===== src/rtl/matissa_mult_pipe_if.sv =====
// Handshake bundle for the pipelined mantissa multiplier: operation in, product out.
interface matissa_mult_pipe_if #(
  parameter int unsigned W     = 28,
  parameter int unsigned TAG_W = 4
) ();
  logic             in_valid;
  logic             in_ready;
  logic [W-1:0]     in_a;
  logic [W-1:0]     in_b;
  logic [1:0]       in_op;
  logic [TAG_W-1:0] in_tag;
  logic             out_valid;
  logic             out_ready;
  logic [2*W-1:0]   out_prod;
  logic [1:0]       out_op;
  logic [TAG_W-1:0] out_tag;

  modport master (
    output in_valid, in_a, in_b, in_op, in_tag, out_ready,
    input  in_ready, out_valid, out_prod, out_op, out_tag
  );

  modport slave (
    input  in_valid, in_a, in_b, in_op, in_tag, out_ready,
    output in_ready, out_valid, out_prod, out_op, out_tag
  );
endinterface


===== src/rtl/matissa_mult_pipe.sv =====
// Three-stage elastic mantissa multiplier: one WxW, two (W/2)^2 or four (W/4)^2 products.
module matissa_mult_pipe #(
  parameter int unsigned W     = 28,
  parameter int unsigned TAG_W = 4
) (
  input  logic clk,
  input  logic rst,
  matissa_mult_pipe_if.slave bus
);
  localparam int unsigned PW = 2 * W;
  localparam int unsigned H  = W / 2;
  localparam int unsigned Q  = W / 4;

  typedef logic [PW-1:0] row_t;
  typedef struct packed { row_t s; row_t c; } cs_t;

  // Positions where a carry entering that bit would cross a lane boundary.
  function automatic row_t brk_mask(input logic [1:0] op);
    row_t m;
    m = '0;
    if (op == 2'b10) begin
      m[W] = 1'b1;
    end else if (op == 2'b11) begin
      m[2*Q]   = 1'b1;
      m[W]     = 1'b1;
      m[W+2*Q] = 1'b1;
    end
    return m;
  endfunction

  function automatic int unsigned lane_of(input int unsigned p, input logic [1:0] op);
    if (op == 2'b11) return p / Q;
    if (op == 2'b10) return p / H;
    return 0;
  endfunction

  // Row j of the shared array; a-bits outside b-bit j's lane are gated off,
  // which removes exactly the cross products of the split modes.
  function automatic row_t pp_row(input logic [W-1:0] a, input logic [W-1:0] b,
                                  input logic [1:0] op, input int unsigned j);
    logic [W-1:0] am;
    for (int unsigned p = 0; p < W; p++)
      am[p] = a[p] & (lane_of(p, op) == lane_of(j, op));
    if (b[j]) return row_t'(am) << j;
    return '0;
  endfunction

  // 3:2 compressor; carries leaving a lane are dropped so each lane's
  // redundant pair stays exact modulo its own field width.
  function automatic cs_t csa(input row_t x, input row_t y, input row_t z, input row_t brk);
    cs_t r;
    r.s = x ^ y ^ z;
    r.c = ((x & y) | (x & z) | (y & z)) << 1;
    r.c = r.c & ~brk;
    return r;
  endfunction

  logic             v1, v2, v3;
  logic [1:0]       op1, op2, op3;
  logic [TAG_W-1:0] tag1, tag2, tag3;
  row_t             sa1, ca1, sb1, cb1;
  row_t             s2, c2;
  row_t             prod3;
  cs_t              acc_a, acc_b, t1, t2;
  row_t             sum3;
  logic             load1, load2, load3;

  // Elastic advance: a stage loads when empty or when its successor loads.
  always_comb begin
    load3 = !v3 || bus.out_ready;
    load2 = !v2 || load3;
    load1 = !v1 || load2;
  end

  assign bus.in_ready  = load1;
  assign bus.out_valid = v3;
  assign bus.out_prod  = prod3;
  assign bus.out_op    = op3;
  assign bus.out_tag   = tag3;

  // S1 combinational: partial products, lower and upper halves compressed separately.
  always_comb begin
    acc_a = '0;
    acc_b = '0;
    for (int unsigned j = 0; j < H; j++)
      acc_a = csa(acc_a.s, acc_a.c, pp_row(bus.in_a, bus.in_b, bus.in_op, j), brk_mask(bus.in_op));
    for (int unsigned j = H; j < W; j++)
      acc_b = csa(acc_b.s, acc_b.c, pp_row(bus.in_a, bus.in_b, bus.in_op, j), brk_mask(bus.in_op));
  end

  // S2 combinational: merge the four redundant rows down to two.
  always_comb begin
    t1 = csa(sa1, ca1, sb1, brk_mask(op1));
    t2 = csa(t1.s, t1.c, cb1, brk_mask(op1));
  end

  // S3 combinational: ripple carry-propagate add with mode-dependent chain breaks.
  always_comb begin
    logic carry;
    row_t brk;
    carry = 1'b0;
    brk   = brk_mask(op2);
    sum3  = '0;
    for (int unsigned i = 0; i < PW; i++) begin
      if (brk[i]) carry = 1'b0;
      sum3[i] = s2[i] ^ c2[i] ^ carry;
      carry   = (s2[i] & c2[i]) | (s2[i] & carry) | (c2[i] & carry);
    end
  end

  // Stage valid flags.
  always_ff @(posedge clk or posedge rst) begin
    if (rst) begin
      v1 <= 1'b0;
      v2 <= 1'b0;
      v3 <= 1'b0;
    end else begin
      if (load1) v1 <= bus.in_valid;
      if (load2) v2 <= v1;
      if (load3) v3 <= v2;
    end
  end

  // S1 register: operands sampled only on accept.
  always_ff @(posedge clk or posedge rst) begin
    if (rst) begin
      sa1 <= '0; ca1 <= '0; sb1 <= '0; cb1 <= '0; op1 <= '0; tag1 <= '0;
    end else if (load1 && bus.in_valid) begin
      sa1 <= acc_a.s; ca1 <= acc_a.c; sb1 <= acc_b.s; cb1 <= acc_b.c;
      op1 <= bus.in_op; tag1 <= bus.in_tag;
    end
  end

  // S2 register: two-row redundant product.
  always_ff @(posedge clk or posedge rst) begin
    if (rst) begin
      s2 <= '0; c2 <= '0; op2 <= '0; tag2 <= '0;
    end else if (load2 && v1) begin
      s2 <= t2.s; c2 <= t2.c; op2 <= op1; tag2 <= tag1;
    end
  end

  // S3 output register: holds while stalled downstream.
  always_ff @(posedge clk or posedge rst) begin
    if (rst) begin
      prod3 <= '0; op3 <= '0; tag3 <= '0;
    end else if (load3 && v2) begin
      prod3 <= sum3; op3 <= op2; tag3 <= tag2;
    end
  end
endmodule


===== src/flat_wrapper.sv =====
// flat-port wrapper written by rule: the top's interface ports become plain ports
module matissa_mult_pipe_flat 
#(
  parameter int unsigned W     = 28,
  parameter int unsigned TAG_W = 4
)
  (clk, rst, bus_in_valid, bus_in_a, bus_in_b, bus_in_op, bus_in_tag, bus_out_ready, bus_in_ready, bus_out_valid, bus_out_prod, bus_out_op, bus_out_tag);
  matissa_mult_pipe_if #(.W(W), .TAG_W(TAG_W)) bus_i ();
  input  logic clk;
  input  logic rst;
  input wire logic [$bits(bus_i.in_valid)-1:0] bus_in_valid;
  input wire logic [$bits(bus_i.in_a)-1:0] bus_in_a;
  input wire logic [$bits(bus_i.in_b)-1:0] bus_in_b;
  input wire logic [$bits(bus_i.in_op)-1:0] bus_in_op;
  input wire logic [$bits(bus_i.in_tag)-1:0] bus_in_tag;
  input wire logic [$bits(bus_i.out_ready)-1:0] bus_out_ready;
  output wire logic [$bits(bus_i.in_ready)-1:0] bus_in_ready;
  output wire logic [$bits(bus_i.out_valid)-1:0] bus_out_valid;
  output wire logic [$bits(bus_i.out_prod)-1:0] bus_out_prod;
  output wire logic [$bits(bus_i.out_op)-1:0] bus_out_op;
  output wire logic [$bits(bus_i.out_tag)-1:0] bus_out_tag;
  assign bus_i.in_valid = bus_in_valid;
  assign bus_i.in_a = bus_in_a;
  assign bus_i.in_b = bus_in_b;
  assign bus_i.in_op = bus_in_op;
  assign bus_i.in_tag = bus_in_tag;
  assign bus_i.out_ready = bus_out_ready;
  assign bus_in_ready = bus_i.in_ready;
  assign bus_out_valid = bus_i.out_valid;
  assign bus_out_prod = bus_i.out_prod;
  assign bus_out_op = bus_i.out_op;
  assign bus_out_tag = bus_i.out_tag;
  matissa_mult_pipe #(.W(W), .TAG_W(TAG_W)) u_core (.clk(clk), .rst(rst), .bus(bus_i));
endmodule

===== config.mk =====
export PLATFORM = sky130hd
export DESIGN_NAME = matissa_mult_pipe_flat
export DESIGN_NICKNAME = d
export VERILOG_FILES = /design/src/rtl/matissa_mult_pipe_if.sv /design/src/rtl/matissa_mult_pipe.sv /design/src/flat_wrapper.sv
export SDC_FILE = /design/constraint.sdc
export NUM_CORES = 2
export LEC_CHECK = 0
export ABC_AREA = 1
export BUFFER_PORTS_ARGS = -buffer_cell sky130_fd_sc_hd__buf_2
export CORE_ASPECT_RATIO = 1.5
export CORE_MARGIN = 4
export CORE_UTILIZATION = 62
export DETAILED_ROUTE_END_ITERATION = 16
export PLACE_DENSITY = 0.8
export SYNTH_ARGS = -nofsm -noshare
export SYNTH_HDL_FRONTEND = slang
export SYNTH_SLANG_ARGS = --single-unit
export TNS_END_PERCENT = 30

===== constraint.sdc =====
create_clock -name clk -period 23.3 [get_ports clk]
set_input_delay 3.495 -clock clk [delete_from_list [all_inputs] [get_ports clk]]
set_output_delay 3.495 -clock clk [all_outputs]
set_load 0.005 [all_outputs]

; Yosys cells after proc, flatten, opt, wreduce, memory -nomap -nowiden
; Index checks and enable logic that the tools add are counted.
[totals]
in_bits = 66
wordCells = 832
register_bits = 413
[op_classes]
eq_ne = 12
mux = 110
reduce_logical = 12
bitwise_logic = 682
[op_table]
columns = op, n
row1 = $and A55 B55 Y55, 80
row2 = $mux W56, 56
row3 = $xor A56 B56 Y56, 54
row4 = $or A55 B55 Y55, 52
row5 = $and A56 B56 Y56, 28
row6 = $and A1 B1 Y1, 247
row7 = $mux W32, 7
row8 = $eq A32 B32 Y1, 6
row9 = $not A43 Y56, 2
row10 = $xor A1 B1 Y1, 111
row11 = $or A1 B1 Y1, 108
row12 = $logic_not A32 Y1, 3
row13 = $mux W1, 43
row14 = $eq A2 B2 Y1 const B, 6
row15 = $mux W2, 4
row16 = $logic_and A1 B1 Y1, 3
row17 = $logic_not A1 Y1, 3
row18 = $logic_or A1 B1 Y1, 3

; Depth between registers and ports, before layout
[logic_depth]
ltp_word = 167
depth_mapped = 45

; Worst setup path after synthesis
; OpenSTA, ideal clock, no wires.
[synth_timing]
path_type = register to register
start = reg u_core.c2[16]
end = reg u_core.prod3[54] (netlist: u_core.bus.out_prod[54])
arrival_time_ps = 15334
t_required_ps = 23217
synth_period_minus_slack_ps = 15417
path_stages_with_launch = 45
setup_slack_ps = 7883
path_cell_list = dfrtp_1 -> ha_1 -> fa_1 -> fa_1 -> fa_1 -> fa_1 -> fa_1 -> fa_1 -> fa_1 -> fa_1 -> fa_1 -> fa_1 -> fa_1 -> inv_1 -> nor2_1 -> fa_1 -> fa_1 -> fa_1 -> [... 9 more ...] -> fa_1 -> fa_1 -> a21boi_0 -> fa_1 -> fa_1 -> fa_1 -> fa_1 -> fa_1 -> fa_1 -> fa_1 -> fa_1 -> fa_1 -> fa_1 -> fa_1 -> fa_1 -> inv_1 -> fa_1 -> o21ai_0
[synth_via]
elab_chain_cells = 117
word_cells_on_any_way = 155
[synth_rtl]
columns = element, line_no
row1 = from (decl), matissa_mult_pipe.sv:62  ; row_t s2, c2;
row2 = from (signal assigned), matissa_mult_pipe.sv:139  ; s2 <= t2.s; c2 <= t2.c; op2 <= op1; tag2 <= tag1;
row3 = $and A1 B1 Y1, matissa_mult_pipe.sv:107  ; carry = (s2[i] & c2[i]) | (s2[i] & carry) | (c2[i] & carry);
row4 = $or A1 B1 Y1, matissa_mult_pipe.sv:107
row5 = $or A1 B1 Y1 (*), matissa_mult_pipe.sv:107
row6 = $and A1 B1 Y1, matissa_mult_pipe.sv:107
row7 = $or A1 B1 Y1, matissa_mult_pipe.sv:107
row8 = $or A1 B1 Y1 (*), matissa_mult_pipe.sv:107
row9 = $and A1 B1 Y1, matissa_mult_pipe.sv:107
row10 = $or A1 B1 Y1, matissa_mult_pipe.sv:107
row11 = [... 101 more ...], --
row12 = $or A1 B1 Y1 (*), matissa_mult_pipe.sv:107
row13 = $and A1 B1 Y1, matissa_mult_pipe.sv:107
row14 = $or A1 B1 Y1, matissa_mult_pipe.sv:107
row15 = $or A1 B1 Y1 (*), matissa_mult_pipe.sv:107
row16 = $and A1 B1 Y1, matissa_mult_pipe.sv:107
row17 = $or A1 B1 Y1, matissa_mult_pipe.sv:107
row18 = $or A1 B1 Y1 (*), matissa_mult_pipe.sv:107
row19 = $xor A1 B1 Y1 (*), matissa_mult_pipe.sv:106  ; sum3[i] = s2[i] ^ c2[i] ^ carry;
row20 = to (signal assigned), matissa_mult_pipe.sv:148  ; prod3 <= sum3; op3 <= op2; tag3 <= tag2;
row21 = to (decl), matissa_mult_pipe.sv:63  ; row_t prod3;
; Mark *: on every way between the ends. The rest lies on a longest branch, timed or not.
; A chain may end at the register's enable or synchronous reset.

; Worst setup path after layout
; Same ends and word-level chain as after synthesis.

==> metrics.md <==
| Metric | Value |
|---|---|
| Status | `complete, no violations` |
| Gpl congestion | `0.945` |
| Required @ worst endpoint | `23.73 ns` |
| Power Dens Cells | `139 mW/mm^2` |
| CP dominant cell by count | `fa_1` |
| Worst hold-check path type | `flip-flop to flip-flop` |
| Drt total wl | `76800 um` |
| Cell taking the most area after synthesis | `fa_1` |
| IO buf count | `129` |
| Post-synthesis instance area | `0.0331 mm^2` |
| Nets | `4463` |
| CP peak stage delay | `0.42 ns` |
| PostCTS Resize Cnt | `0` |
| Post-Route Setup TNS | `0 ns` |
| Layout cell share with drive strength beyond 1 | `5.33%` |
| Top sig layer | `met5` |
| Rel. slew slack | `27.1%` |
| Mapped Avg Cell Area | `9.13 um^2` |
| Yosys top cell area share | `43.9%` |
| Critical-path maximum fanout | `2` |
| Clock skew | `0.0116 ns` |
| Die height | `291 um` |
| Worst-path clk slew | `0.07 ns` |
| Starting density of the core | `62.7%` |
| Num CTS Buffers | `23` |
| CP delay by family, top | `adder cells` |
| Synth top cells by count | `nand2_1, fa_1, inv_1` |
| Iteration count of the initial detailed-routing pass | `6` |
| Number of setup violations in the final report | `0` |
| Die area | `0.0573 mm^2` |
| Clock Latency Late Sink | `0.52 ns` |
| Total power | `4.80 mW` |
| Final hold violations | `0` |
| Net count after synthesis | `4504` |
| Worst setup path startpoint | `u_core.c2[16]` |
| Clock power frac | `8.2%` |
| Io pins | `130` |
| Routed Antenna Nets | `0` |
| Met1 WL | `29700 um` |
| Area grow syn2layout | `4.60%` |
| Clock buffer depth | `3` |
| Power Internal | `2.49 mW` |
| GRT Total Usage | `27.8%` |
| DP Wirelength | `60900 um` |
| Initial antenna violation count | `6` |
| Wire length per cell | `17.9 um` |
| Core box area | `0.0528 mm^2` |
| Most common cell in the netlist | `nand2_1` |
| First-pass GRT wire length | `128000 um` |
| GRT overflow | `0` |
| Clock Sinks | `308` |
| Synthesized flop and latch total | `308` |
| Vias/cell | `5.52` |
| Fmax achieved | `61.6 MHz` |
| Chip Width | `197 um` |
| Ys Warns | `0` |
| Period minus WS final | `16.24 ns` |
| Hold Path Origin | `u_core.s2[10]` |
| CP max stage cell | `fa_1` |
| DR WL met2 | `37600 um` |
| Share of total power in combinational logic | `72.7%` |
| EDFF count, synth | `0` |
| DR WL met3 | `5810 um` |
| WS Path Type | `flip-flop to flip-flop` |
| Distinct cell type count after synthesis | `22` |
| Setup crit end kind | `flip-flop` |
| Primary FF master, synth | `dfrtp_1` |
| Initial DRC count | `1533` |
| Worst Path Buf+Inv | `2` |
| Dominant cells by area after synthesis | `fa_1, dfrtp_1, nand2_1` |
| Number of global-route vias before repair | `25500` |
| Peak VDD IR | `0.0834 mV` |
| Worst r2r src | `u_core.c2[16]` |
| H-Tree Depth | `1` |
| Clock tree from TritonCTS | `done` |
| Max_cap viols | `0` |
| Worst path arrival time | `16.68 ns` |
| Cells after Synth | `3630` |
| Worst setup margin | `7.06 ns` |
| Largest net degree at the start of global routing | `167` |
| NetSw | `2.31 mW` |
| Register area share after synthesis | `23.3%` |
| FP Rows | `103` |
| Post-CTS setup repair buffer count | `0` |
| Final Max Slew Viols | `0` |
| Reg power frac | `19.2%` |
| RSZ-0062 raised after global routing | `false` |
| Critical Path Source Type | `flip-flop` |
| Ys async rst share | `100%` |
| Vias post-DR | `23700` |
| LEAKAGE | `17.4 nW` |
| Drt drc | `0` |
| Pre-CTS setup slack | `7.09 ns` |
| Worst slew pin tran | `1.09 ns` |
| Sw Ratio | `48.1%` |
| Finished Core Util | `65.6%` |
| Hold buffer count at CTS | `0` |
| Final Cycle Share | `69.7%` |
| Clk Tree Root Cell | `clkbuf_16` |
## through the flow
step	cells	instance area [um^2]	hold slack, ns
detailed placement	4246	33900	0.454
floorplan	3630	33100	0.442
finish	4293	34700	0.473
global route	4289	34700	0.487
CTS	4287	34700	0.476
global placement	4246	33900	0.452
## cell type report
type	count	area (um^2)
well taps	682	853
flip-flops and latches	308	7710
multi-input cells	2621	22700
diodes	6	15.0
inverters	493	1860
clock buffers	34	667
fillers	4219	18200
clock inverters	7	65.1
repair buffers	142	758
## flip-flops by register name, summed over array words and instances, names as in the netlist, 4 cells and up
name,cells
u_core.bus.out_prod,56
u_core.bus.out_tag,4
u_core.c2,40
u_core.ca1,27
u_core.cb1,27
u_core.s2,55
u_core.sa1,41
u_core.sb1,41
u_core.tag1,4
u_core.tag2,4
## per-layer routing
| metal | global-route usage [%] | vias up |
|---|---|---|
| met5 | 0 | - |
| met4 | 10.9 | 2 |
| met3 | 4.48 | 178 |
| met2 | 46.2 | 853 |
| met1 | 37.0 | 12100 |
| li1 | - | 10500 |
## worst register-to-register path: cells and delay by family (launching register included)
kind / cells / cell delay (ns)
AND/OR/NAND/NOR: 1 / 0.05
buffers and inverters: 2 / 0.13
adder cells (fa/ha/maj): 39 / 15.27
flip-flops: 1 / 0.39
AO/OA/AOI/OAI: 2 / 0.33
## path summary, 6_finish.rpt
check | end | slack (ns) | cells past startpoint
max | u_core.bus.out_prod[54] | 7.06 | 44
min reg2reg | u_core.bus.out_prod[10] | 0.47 | 2
max reg2reg | u_core.bus.out_prod[54] | 7.06 | 44
min | u_core.bus.out_prod[10] | 0.47 | 2
max in group asynchronous | u_core.cb1[42] | 18.72 | 3
min in group asynchronous | u_core.c2[29] | 3.15 | 2
## power groups by stage
stage	clock (mW)	combinational [mW]	sequential (mW)
6_report	0.392	3.49	0.920
5_1_grt	0.421	4.12	0.949
4_1_cts	0.402	3.54	0.921
3_5_place_dp	0	3.52	0.929
3_3_place_gp	0	3.36	0.917
2_1_floorplan	0	2.68	0.903
## cells in the final DEF, fill, tap and decap left out, types with 4 or more instances in the layout
cell type  netlist  routed
ha_1            81      81
clkinv_2         0       4
o21ai_0         10      10
clkbuf_1       126       6
clkbuf_16        0      23
buf_2           54     128
dfrtp_1        308     307
fa_1           727     727
inv_1          477     476
inv_2            5       5
clkinv_1        11      11
buf_4            4      13
clkbuf_8         0       5
diode_2          0       6
nand2_1       1242    1240
nand3_1        240     239
nor2_1         312     312
## cell families (layout without fill, tap and decap cells)
| logic type | Yosys count | in the layout | synth area share [%] |
|---|---|---|---|
| AOI/OAI and AO/OA | 12 | 12 | 0.196 |
| and+or+nand+nor | 1800 | 1800 | 21.3 |
| xor gates and xnor gates | 1 | 1 | 0.0264 |
| buffers and inverters | 701 | 676 | 8.21 |
| DFF | 308 | 308 | 23.3 |
| other | 0 | 6 | 0 |
| adders and majority gates | 808 | 808 | 47.0 |
Note: power is estimated with default switching activity, not from simulation.
